### config.mk
export PLATFORM = sky130hd
export DESIGN_NAME = sram_addr_ctrl
export DESIGN_NICKNAME = d
export VERILOG_FILES = /design/src/rtl/sram_addr_ctrl_pkg.sv /design/src/rtl/sram_phase_timer.sv /design/src/rtl/sram_addr_ctrl.sv
export SDC_FILE = /design/constraint.sdc
export NUM_CORES = 1
export LEC_CHECK = 0
export BUFFER_PORTS_ARGS = -buffer_cell sky130_fd_sc_hd__buf_4
export CORE_ASPECT_RATIO = 1.1
export CORE_MARGIN = 1.5
export CORE_UTILIZATION = 47
export DETAILED_ROUTE_END_ITERATION = 8
export PLACE_DENSITY_LB_ADDON = 0.3
export SYNTH_ARGS = -nofsm -noshare
export SYNTH_HDL_FRONTEND = slang
export SYNTH_SLANG_ARGS = --single-unit
### constraint.sdc
create_clock -name i_clk -period 5.3 [get_ports i_clk]
set_clock_uncertainty 0.15 [all_clocks]
set_input_delay 0.53 -clock i_clk [delete_from_list [all_inputs] [get_ports i_clk]]
set_output_delay 0.53 -clock i_clk [all_outputs]
set_load 0.05 [all_outputs]
### src/rtl/sram_addr_ctrl_pkg.sv
// Shared types and widths for the SRAM row-address controller and its phase timer.
package sram_addr_ctrl_pkg;

  localparam int ADDR_W  = 9;
  localparam int FIELD_W = 3;
  localparam int CNT_W   = 4;

  typedef enum logic [1:0] {
    ST_IDLE   = 2'd0,
    ST_SETUP  = 2'd1,
    ST_ACCESS = 2'd2,
    ST_PRECH  = 2'd3
  } state_e;

endpackage

### src/rtl/sram_phase_timer.sv
// Loadable down-counter timing the ACCESS and PRECH phases; o_zero marks the last phase cycle.
module sram_phase_timer
  import sram_addr_ctrl_pkg::*;
(
  input  logic             i_clk,
  input  logic             i_rst_n,
  input  logic             i_load,
  input  logic [CNT_W-1:0] i_load_val,
  input  logic             i_dec,
  output logic             o_zero
);

  logic [CNT_W-1:0] r_count;

  always_ff @(posedge i_clk or negedge i_rst_n) begin
    if (!i_rst_n) begin
      r_count <= '0;
    end else if (i_load) begin
      r_count <= i_load_val;
    end else if (i_dec && (r_count != '0)) begin
      r_count <= r_count - 1'b1;
    end
  end

  assign o_zero = (r_count == '0);

endmodule

### src/rtl/sram_addr_ctrl.sv
// SRAM row-address controller: latches a row address for the external predecoders and
// sequences SETUP -> ACCESS (wordline) -> PRECH (bitline precharge) per request.
module sram_addr_ctrl
  import sram_addr_ctrl_pkg::*;
#(
  parameter int ACCESS_CYC = 2,
  parameter int PRECH_CYC  = 1
) (
  input  logic               i_clk,
  input  logic               i_rst_n,
  input  logic               i_req_valid,
  output logic               o_req_ready,
  input  logic [ADDR_W-1:0]  i_req_addr,
  input  logic               i_req_we,
  output logic [FIELD_W-1:0] o_pre_a,
  output logic [FIELD_W-1:0] o_pre_b,
  output logic [FIELD_W-1:0] o_pre_c,
  output logic               o_wl_en,
  output logic               o_precharge,
  output logic               o_we_out,
  output logic               o_busy,
  output logic               o_done
);

  localparam logic [CNT_W-1:0] ACC_LOAD = CNT_W'(ACCESS_CYC - 1);
  localparam logic [CNT_W-1:0] PRC_LOAD = CNT_W'(PRECH_CYC - 1);

  state_e            r_state;
  state_e            w_state_next;
  logic [ADDR_W-1:0] r_addr;
  logic              r_we;
  logic              w_handshake;
  logic              w_tmr_load;
  logic              w_tmr_dec;
  logic              w_tmr_zero;
  logic [CNT_W-1:0]  w_tmr_val;

  assign w_handshake = i_req_valid && (r_state == ST_IDLE);

  always_ff @(posedge i_clk or negedge i_rst_n) begin
    if (!i_rst_n) begin
      r_state <= ST_IDLE;
    end else begin
      r_state <= w_state_next;
    end
  end

  always_comb begin
    w_state_next = r_state;
    w_tmr_load   = 1'b0;
    w_tmr_val    = '0;
    w_tmr_dec    = 1'b0;
    case (r_state)
      ST_IDLE: begin
        if (w_handshake) begin
          w_state_next = ST_SETUP;
        end
      end
      ST_SETUP: begin
        w_state_next = ST_ACCESS;
        w_tmr_load   = 1'b1;
        w_tmr_val    = ACC_LOAD;
      end
      ST_ACCESS: begin
        if (w_tmr_zero) begin
          w_state_next = ST_PRECH;
          w_tmr_load   = 1'b1;
          w_tmr_val    = PRC_LOAD;
        end else begin
          w_tmr_dec = 1'b1;
        end
      end
      ST_PRECH: begin
        if (w_tmr_zero) begin
          w_state_next = ST_IDLE;
        end else begin
          w_tmr_dec = 1'b1;
        end
      end
      default: begin
        w_state_next = ST_IDLE;
      end
    endcase
  end

  // Strobes decode straight from the async-reset state register, so reset kills wl_en at once.
  always_comb begin
    o_req_ready = 1'b0;
    o_wl_en     = 1'b0;
    o_precharge = 1'b0;
    o_busy      = 1'b1;
    o_done      = 1'b0;
    case (r_state)
      ST_IDLE: begin
        o_req_ready = 1'b1;
        o_precharge = 1'b1;
        o_busy      = 1'b0;
      end
      ST_SETUP: begin
      end
      ST_ACCESS: begin
        o_wl_en = 1'b1;
      end
      ST_PRECH: begin
        o_precharge = 1'b1;
        o_done      = w_tmr_zero;
      end
      default: begin
      end
    endcase
  end

  always_ff @(posedge i_clk or negedge i_rst_n) begin
    if (!i_rst_n) begin
      r_addr <= '0;
      r_we   <= 1'b0;
    end else if (w_handshake) begin
      r_addr <= i_req_addr;
      r_we   <= i_req_we;
    end
  end

  assign o_pre_a  = r_addr[FIELD_W-1:0];
  assign o_pre_b  = r_addr[2*FIELD_W-1:FIELD_W];
  assign o_pre_c  = r_addr[3*FIELD_W-1:2*FIELD_W];
  assign o_we_out = r_we;

  sram_phase_timer u_timer (
    .i_clk      (i_clk),
    .i_rst_n    (i_rst_n),
    .i_load     (w_tmr_load),
    .i_load_val (w_tmr_val),
    .i_dec      (w_tmr_dec),
    .o_zero     (w_tmr_zero)
  );

endmodule

==> flow_summary_export.csv <==
group,metric,value,unit
floorplanning,design.core.area,0.00156,sq mm
finish,finalInstanceArea,0.00104,sq mm
route,drc_errors,0,
sta,setup_ws,2.89,ns
clock_tree,clk_pin_slew,0.10,ns
global_routing,antenna_found_initial,0,
global_routing,track_usage,17.2,%
floorplanning,dieHeight,45.5,um
floorplanning,die_w,41.7,um
job,cap_viol_max_count,0,
logic_synthesis,netlist_area,773,sq um
critical_path,crit_buf_inv,2,
critical_path,cpMaxStageDelayCell,"dfrtp_1",
critical_path,arrival,1.73,ns
placed_design,dp_slack,3.20,ns
sta,maxSlewViolCount,0,
logic_synthesis,synth.avg_cell_area,12.1,sq um
sta,rsz0062_at_grt,"no",
finish,area_delta_synth_final,35.0,%
route,wl_per_cell,12.4,um
route,antenna_left,0,
sta,layout_min_cycle_time,2.41,ns
logic_synthesis,synthTopCellsByArea,"dfrtp_1 (52%), mux2_2 (15%), ha_1 (8.1%), a211oi_1 (2.9%), inv_1 (2.9%)",
placed_design,dpl.hpwl,1080,um
finish,drive_gt1_share,45.8,%
logic_synthesis,syn_inst,64,
finish,diodes,0,
sta,period_share,45.4,%
sta,tns,0,ns
hold_path,hold_depth,2,
sta,clock.fmax,415,MHz
sta,worst_pin_slew,0.419,ns
logic_synthesis,synthArstFlopShare,100,%
route,drtIter0Drc,13,
global_routing,grt_pass1_wl,2380,um
critical_path,worstRegToRegCells,5,
clock_tree,cts_tree,"yes",
route,dr.pass1.iters,4,
logic_synthesis,synth_seq_cells,16,
logic_synthesis,synthTopCellsByCount,"dfrtp_1 (16), mux2_2 (10), inv_1 (6)",
logic_synthesis,yosysTopAreaCellShare,51.8,%
logic_synthesis,yosys_warnings,0,
global_routing,grt_start_max_net_pins,17,
floorplanning,ios,28,
sta,slew_headroom,72.0,%
global_routing,grt_pass1_vias,585,
logic_synthesis,syn_nets,82,
finish,fill_cells,137,
logic_synthesis,synth_cell_type_count,22,
clock_tree,cts.htree.levels,1,
route,postRouteWirelength,1400,um
placed_design,placed_area,997,sq um
placed_design,routabilityCongestion,0.863,
logic_synthesis,synth_most_common_cell,"dfrtp_1",
critical_path,path_delay_family,"simple AND/OR/NAND/NOR gates",
floorplanning,fp-row-count,15,
logic_synthesis,ys.flop_type,"dfrtp_1",
logic_synthesis,ys_seq_area_share,51.8,%
clock_tree,cts_root_buf,"clkbuf_4",
critical_path,cp_num_cells,5,
critical_path,cp.required,4.62,ns
floorplanning,die_area,0.00190,sq mm
clock_tree,clk_latency,0.29,ns
critical_path,worst_setup_path_end_kind,"output port",
floorplanning,start_util,49.6,%
finish,final_nets,115,
clock_tree,numCtsBuffers,3,
clock_tree,postCtsSetupBuffers,0,
clock_tree,clock_path_buffers,2,
critical_path,critPathKind,"reg2out",
logic_synthesis,synth_edf_count,0,
critical_path,critPathMaxStageDelay,0.38,ns
route,vias,598,
logic_synthesis,synth_top_cell_by_area,"dfrtp_1",
critical_path,path_cells,"inv_1, ha_1, nor3b_1, and2_1, buf_4",
critical_path,worstPathMaxFanout,5,
critical_path,startpoint_type,"flop",
sta,hold_viol_final,0,
hold_path,hp-class,"in2reg",
clock_tree,clock_sinks,16,
outcome,status,"completed",
placed_design,portBuffers,27,
sta,finalSetupViolations,0,
global_routing,grt_overflow,0,
route,vias_per_cell,5.29,
## flip-flops by register name (all words and copies together), names as in the netlist
| name | flops |
|---|---|
| u_timer.r_count | 4 |
| o_we_out | 1 |
| r_state | 2 |
| r_addr | 9 |
## cell families (layout without fill, tap and decap cells)
logic type / after synthesis / in the layout / share of synthesized area (%)
adder cells (fa/ha/maj): 5 / 5 / 8.09
flip-flops: 16 / 16 / 51.8
AO/OA/AOI/OAI: 13 / 13 / 10.7
AND/OR/NAND/NOR: 13 / 13 / 10.7
buffers and inverters: 6 / 38 / 2.91
multiplexers: 11 / 11 / 15.9
## stage by stage
| stage | cells | hold slack, ns | utilization, % |
|---|---|---|---|
| after floorplan | 64 | 0.0844 | - |
| after global placement | 108 | 0.251 | 64.0 |
| after detailed placement | 108 | 0.250 | 64.0 |
| after CTS | 113 | 0.310 | 67.0 |
| after global routing | 113 | 0.302 | 67.0 |
| final | 113 | 0.316 | 67.0 |
## layout by cell type (no fill, tap or decap), drive strengths merged
cell         count
inv              6
o21a             1
nor2             2
mux2            10
a21oi            4
and4bb           1
a211o            1
dlygate4sd3      1
and2             1
or4              1
or3              1
a211oi           3
nand4b           1
or3b             1
mux2i            1
clkbuf           4
o31ai            1
nor3b            1
dfrtp           16
o22ai            1
ha               5
or2              1
buf             27
o21ai            2
nand2            3
## worst register-to-register path, cell delays in order, from the launching register on
cell,delay [ns]
dfrtp_1,0.38
inv_1,0.11
ha_1,0.23
or3b_2,0.51
a211oi_1,0.26
a211o_1,0.13
## worst paths after layout
path / start / endpoint / slack [ns]
hold reg to reg: r_addr[8] / r_addr[8] / 0.36
min in group asynchronous: i_rst_n / r_state[0] / 0.48
setup reg to reg: u_timer.r_count[0] / u_timer.r_count[0] / 3.48
max in group asynchronous: i_rst_n / r_addr[2] / 4.33
hold / removal: i_req_addr[0] / r_addr[0] / 0.32
setup / recovery: u_timer.r_count[0] / o_done / 2.89
## area by class of cell
| class | count | area [sq um] | share of cell area [%] |
|---|---|---|---|
| tap | 17 | 21.3 | 2.04 |
| sequential | 16 | 400 | 38.4 |
| multi-input combinational | 42 | 350 | 33.6 |
| inverter | 6 | 22.5 | 2.16 |
| timing repair buffer | 28 | 213 | 20.4 |
| clock buffer | 4 | 36.3 | 3.48 |
## routing by layer
metal / global-route usage [%] / share of wire, % / vias up
li1: - / - / 294
met1: 20.1 / 44 / 279
met2: 29.7 / 48 / 21
met3: 3.97 / 5.9 / 4
met4: 9.68 / 1.8 / 0
met5: 0 / 0 / -
## repair_timing
action | CTS | global route
hold endpoints to repair | 16 | 0
gates resized for setup | 0 | 0
hold buffers | 1 | 0
Power is not shown: default switching activity piles up to over one toggle a cycle in this logic, so the estimate is an artifact.
